==> src/rtl/global_buffer_pkg.sv <==
// Shared global-buffer constants and small helpers used by the stream router.
package global_buffer_pkg;

  localparam int GLB_STRM_NUM_CH     = 2;
  localparam int GLB_STRM_PIPE_DEPTH = 1;
  localparam int TILE_SEL_ADDR_WIDTH = 5;

  // Even tiles feed the local core from the west and inject eastward.
  function automatic logic ch_is_even(input logic tile_lsb, input logic parity_inv);
    return ~(tile_lsb ^ parity_inv);
  endfunction

endpackage

==> src/rtl/glb_strm_pipe.sv <==
// Shift-register pipe of DEPTH stages; clr loads zero into every stage on an enabled cycle.
module glb_strm_pipe #(
  parameter int DEPTH = 1,
  parameter int WIDTH = 1
) (
  input  logic             clk,
  input  logic             reset,
  input  logic             clk_en,
  input  logic             clr,
  input  logic [WIDTH-1:0] d,
  output logic [WIDTH-1:0] q
);

  logic [DEPTH-1:0][WIDTH-1:0] stage;

  always_ff @(posedge clk or posedge reset) begin
    if (reset) begin
      stage <= '0;
    end else if (clk_en) begin
      if (clr) begin
        stage <= '0;
      end else begin
        stage[0] <= d;
        for (int i = 1; i < DEPTH; i++) stage[i] <= stage[i-1];
      end
    end
  end

  assign q = stage[DEPTH-1];

endmodule

==> src/rtl/glb_core_strm_router_mc.sv <==
// Multi-channel stream router: west/east pass-through with turnaround at chain ends,
// local inject/deliver by tile parity, and a saturating per-channel delivery counter.
module glb_core_strm_router_mc
  import global_buffer_pkg::*;
#(
  parameter int NUM_CH     = GLB_STRM_NUM_CH,
  parameter int DATA_W     = 64,
  parameter int PIPE_DEPTH = GLB_STRM_PIPE_DEPTH,
  parameter int CNT_W      = 16
) (
  input  logic                              clk,
  input  logic                              reset,
  input  logic                              clk_en,
  input  logic [TILE_SEL_ADDR_WIDTH-1:0]    glb_tile_id,
  input  logic [NUM_CH-1:0]                 w2e_wsti_vld,
  input  logic [NUM_CH-1:0][DATA_W-1:0]     w2e_wsti_data,
  input  logic [NUM_CH-1:0]                 e2w_esti_vld,
  input  logic [NUM_CH-1:0][DATA_W-1:0]     e2w_esti_data,
  input  logic [NUM_CH-1:0]                 sw2sr_vld,
  input  logic [NUM_CH-1:0][DATA_W-1:0]     sw2sr_data,
  output logic [NUM_CH-1:0]                 w2e_esto_vld,
  output logic [NUM_CH-1:0][DATA_W-1:0]     w2e_esto_data,
  output logic [NUM_CH-1:0]                 e2w_wsto_vld,
  output logic [NUM_CH-1:0][DATA_W-1:0]     e2w_wsto_data,
  output logic [NUM_CH-1:0]                 sr2sw_vld,
  output logic [NUM_CH-1:0][DATA_W-1:0]     sr2sw_data,
  input  logic [NUM_CH-1:0]                 cfg_tile_connected_prev,
  input  logic [NUM_CH-1:0]                 cfg_tile_connected_next,
  input  logic [NUM_CH-1:0]                 cfg_ch_en,
  input  logic [NUM_CH-1:0]                 cfg_parity_inv,
  input  logic                              cnt_clr,
  output logic [NUM_CH-1:0][CNT_W-1:0]      stat_pkt_cnt
);

  localparam int W = DATA_W + 1;

  logic tile_id_unused;
  assign tile_id_unused = ^glb_tile_id[TILE_SEL_ADDR_WIDTH-1:1];

  for (genvar c = 0; c < NUM_CH; c++) begin : g_ch
    logic         even;
    logic         clr;
    logic [W-1:0] w_in, e_in, s_in;
    logic [W-1:0] w_p, e_p, s_d1;
    logic [W-1:0] w_turn, e_turn, w_turn_d1, e_turn_d1;
    logic [W-1:0] sr2sw_int, w2e_int, e2w_int;
    logic [CNT_W-1:0] cnt;

    assign even = ch_is_even(glb_tile_id[0], cfg_parity_inv[c]);
    assign clr  = ~cfg_ch_en[c];

    // Data is zeroed at entry so every stage holds data=0 whenever valid=0.
    assign w_in = w2e_wsti_vld[c] ? {1'b1, w2e_wsti_data[c]} : '0;
    assign e_in = e2w_esti_vld[c] ? {1'b1, e2w_esti_data[c]} : '0;
    assign s_in = sw2sr_vld[c]    ? {1'b1, sw2sr_data[c]}    : '0;

    glb_strm_pipe #(.DEPTH(PIPE_DEPTH), .WIDTH(W)) u_w_pipe (
      .clk(clk), .reset(reset), .clk_en(clk_en), .clr(clr), .d(w_in), .q(w_p));
    glb_strm_pipe #(.DEPTH(PIPE_DEPTH), .WIDTH(W)) u_e_pipe (
      .clk(clk), .reset(reset), .clk_en(clk_en), .clr(clr), .d(e_in), .q(e_p));
    glb_strm_pipe #(.DEPTH(1), .WIDTH(W)) u_s_pipe (
      .clk(clk), .reset(reset), .clk_en(clk_en), .clr(clr), .d(s_in), .q(s_d1));

    // Turnaround stages are what keep the unconnected-both-ends case loop free.
    glb_strm_pipe #(.DEPTH(1), .WIDTH(W)) u_wt_pipe (
      .clk(clk), .reset(reset), .clk_en(clk_en), .clr(clr), .d(w_turn), .q(w_turn_d1));
    glb_strm_pipe #(.DEPTH(1), .WIDTH(W)) u_et_pipe (
      .clk(clk), .reset(reset), .clk_en(clk_en), .clr(clr), .d(e_turn), .q(e_turn_d1));

    assign w_turn    = cfg_tile_connected_prev[c] ? w_p : e2w_int;
    assign e_turn    = cfg_tile_connected_next[c] ? e_p : w2e_int;
    assign sr2sw_int = even ? w_turn    : e_turn;
    assign w2e_int   = even ? s_d1      : w_turn_d1;
    assign e2w_int   = even ? e_turn_d1 : s_d1;

    assign {sr2sw_vld[c],    sr2sw_data[c]}    = cfg_ch_en[c] ? sr2sw_int : '0;
    assign {w2e_esto_vld[c], w2e_esto_data[c]} = cfg_ch_en[c] ? w2e_int   : '0;
    assign {e2w_wsto_vld[c], e2w_wsto_data[c]} = cfg_ch_en[c] ? e2w_int   : '0;

    always_ff @(posedge clk or posedge reset) begin
      if (reset) begin
        cnt <= '0;
      end else if (clk_en) begin
        if (cnt_clr) begin
          cnt <= '0;
        end else if (sr2sw_int[DATA_W] && cfg_ch_en[c] && (cnt != '1)) begin
          cnt <= cnt + 1'b1;
        end
      end
    end

    assign stat_pkt_cnt[c] = cnt;
  end

endmodule
==> config.mk <==
export PLATFORM = sky130hd
export DESIGN_NAME = glb_core_strm_router_mc
export DESIGN_NICKNAME = d
export VERILOG_FILES = /design/src/rtl/global_buffer_pkg.sv /design/src/rtl/glb_strm_pipe.sv /design/src/rtl/glb_core_strm_router_mc.sv
export SDC_FILE = /design/constraint.sdc
export NUM_CORES = 2
export LEC_CHECK = 0
export ABC_CLOCK_PERIOD_IN_PS = 32000
export CORE_AREA = 10 10 314 316
export DETAILED_ROUTE_END_ITERATION = 8
export DIE_AREA = 0 0 324 326
export PLACE_DENSITY = 0.7
export RECOVER_POWER = 25
export SLEW_MARGIN = 20
export SYNTH_ARGS = -nofsm -noshare
export SYNTH_HDL_FRONTEND = slang
export SYNTH_SLANG_ARGS = --single-unit
==> constraint.sdc <==
create_clock -name clk -period 32 [get_ports clk]
set_input_delay 4.8 -clock clk [delete_from_list [all_inputs] [get_ports clk]]
set_output_delay 4.8 -clock clk [all_outputs]
set_load 0.01 [all_outputs]
==> results.toml <==
[yosys]
synth_compound_area_share_pct = 24.7
yosys_warnings = 0
synthArstFlopShare_pct = 100
ys_ff_latch = 682
synth-xor-area-share_pct = 0.120
yosysTopAreaCellShare_pct = 48.2
yosys-top-cells-area = "dfrtp_1 (48%), a22o_1 (6.7%), o211ai_1 (5.6%), o21ai_0 (5.4%), and2_1 (4.6%)"
yosys.area.top_type = "dfrtp_1"
ys_types = 53
syn_inst = 3632
synth_top_family_by_area = "compound AO/OA/AOI/OAI gates"
syn_area_um2 = 35400
synthSimpleGateAreaFrac_pct = 12.6
seq_area_frac_synth_pct = 48.2
synth-edff-count = 0
muxShareOfSynthArea_pct = 8.02
syn_area_per_cell_um2 = 9.76
synthAdderAreaFrac_pct = 0.0706
ys.flop_type = "dfrtp_1"
synth_fp_nets = 4041

[worst_setup_path]
rrSetupSlack_ns = 29.36
crit_path_end = "sr2sw_data[43]"
path_class = "primary input to output port"
crit_slowest_cell = "clkbuf_1"
crit_chain = "clkbuf_1, clkbuf_1, a21boi_0, clkdlybuf4s50_1"
cp_max_fo = 92
crit_path_start_kind = "primary input"
crit_start = "cfg_ch_en[0]"
timing.rr.end = "g_ch[0].cnt[9]"
worstRegToRegCells = 6
r2r-start = "g_ch[0].u_et_pipe.q[64]"
cp.arrival_ns = 9.76
cp-end-kind = "output port"
critPathMostFrequentCell = "clkbuf_1"
worstPathRequired_ns = 27.20
critPathMaxStageDelay_ns = 2.46

[clock_tree]
cts.htree.levels = 3
numCtsBuffers = 82
ctsRootBufferMaster = "clkbuf_16"
cts_setup_buffers = 0
cts.path.max_buffers = 3
clkSinkCount = 682
cts_tree = "done"
cts-resized-gates = 0
clk_latency_ns = 0.66
cts-hold-fix-buffers = 0
clk_pin_slew_worst_paths_ns = 0.06

[route]
drc = 0
routed_via_density = 5.68
ant_nets = 0
drt_iter0_drc = 2777
via_count = 31600
routed_wl_um = 139000
avgRoutedWirePerCell_um = 24.9
first_pass_iters = 5

[sta]
clock.fmax_mhz = 68.7
min_period_ns = 14.56
tns_ns = 0
setup_viol = 0
finalMaxSlewViolations = 705
grt_setup_unrepaired = "false"
hold_violations = 0
skew_ns = 0.0220
worstMarginPinSlew_ns = 5.10
slew_headroom_pct = -240
post-route-period-util_pct = 45.5

[final_layout]
instances_no_fill = 5563
fin_nets = 4662
drive_gt1_share_pct = 7.60
fin_util_pct = 51.0
final_cell_mix = "clkdlybuf4s50_1 (784), dfrtp_1 (682), nand2_1 (387), o21ai_0 (381), a22o_1 (272)"
final_common_cell = "clkdlybuf4s50_1"
area_growth_pct = 33.0

[placed_design]
portBuffers = 824
dp_hpwl_um = 93400
gp_congestion = 0.922
dp.cells = 5365

[floorplan]
dieArea_um2 = 106000
start_util_pct = 38.3
rows = 112
die_h_um = 326
ios = 829
coreArea_um2 = 92500
die_x_um = 324

[global_routing]
grt.overflow.total = 0
grt_pass1_wl_um = 204000
track_usage_pct = 25.1
antenna_found_initial = 53
grt_max_degree = 197
grt_pass1_vias = 31000

[flow_run]
drv_cap = 10

[min_path]
hp-class = "register to register"

[run_status]
violations = "capacitance limit, slew limit"
outcome = "finished, violations left"

[pwr]
power_leakage_nw = 20.0
vdd_drop_max_v = 0.0000348
p_per_area_nw_per_um2 = 48.6
## registers in the layout, indices dropped and copies added (netlist names)
name / count
g_ch.cnt: 32
g_ch.u_e_pipe.q: 130
g_ch.u_et_pipe.q: 130
g_ch.u_s_pipe.q: 130
g_ch.u_w_pipe.q: 130
g_ch.u_wt_pipe.q: 130
## critical path: cells and delay by family
kind / cells / cell delay, ns
AO/OA/AOI/OAI: 1 / 0.53
buffers and inverters: 3 / 4.31
## per-stage QoR
stage                     area (um^2)  total power, mW  setup WS [ns]  hold slack (ns)
after global placement          44300             1.33          18.16            0.463
after global routing            47100             2.38          17.12            0.494
after detailed placement        44300             1.34          18.16            0.466
after CTS                       47000             2.31          18.13            0.481
after floorplan                 35400             1.16           8.08            0.448
final                           47100             2.29          17.44            0.478
## report_power, final
| part | switching [mW] | internal (mW) |
|---|---|---|
| clock | 0.392 | 0.569 |
| combinational | 0.214 | 0.172 |
| sequential | 0.0300 | 0.912 |
| total | 0.636 | 1.65 |
## Yosys cell counts (46+ instances only)
library cell	number
mux2i_1	140
mux2_2	100
dfrtp_1	682
o21ai_0	381
and2_1	262
a21boi_0	83
a22o_1	272
a21boi_1	46
inv_1	250
clkbuf_1	256
o2bb2ai_1	128
nand2_1	388
o211ai_1	263
nand2b_1	77
## routing by layer
metal	share of wire, %	up-vias	GRT usage (%)
li1	-	14100	-
met1	40	15900	31.7
met2	47	1258	39.0
met3	7.3	340	5.91
met4	5.7	18	14.4
met5	0.084	-	0
## how the worst min path moves through the flow
stage,start,end,cells past startpoint
final,g_ch[1].u_et_pipe.q[11],g_ch[1].u_et_pipe.q[11],1
after global routing,g_ch[1].u_et_pipe.q[43],g_ch[1].u_et_pipe.q[43],1
after global placement,g_ch[1].u_et_pipe.q[24],g_ch[1].u_et_pipe.q[24],1
after floorplan,g_ch[1].u_et_pipe.q[0],g_ch[1].u_et_pipe.q[0],1
after CTS,g_ch[1].u_et_pipe.q[15],g_ch[1].u_et_pipe.q[15],1
after detailed placement,g_ch[1].u_et_pipe.q[15],g_ch[1].u_et_pipe.q[15],1
## final cells by class
type	count	area [um^2]
Inverter	252	955
Tap cell	1197	1500
Antenna cell	48	120
Timing Repair Buffer	865	8570
Fill cell	8503	45400
Clock inverter	29	312
Clock buffer	120	2440
Multi-Input combinational cell	2370	16200
Sequential cell	682	17100
## cell families after synthesis
| family | count (synthesis) |
|---|---|
| adder cells (fa/ha/maj) | 2 |
| AO/OA/AOI/OAI | 1229 |
| buffers and inverters | 580 |
| multiplexers | 268 |
| XOR/XNOR | 4 |
| AND/OR/NAND/NOR | 867 |
| flip-flops | 682 |
No activity file was read; power rests on OpenSTA's default activity.
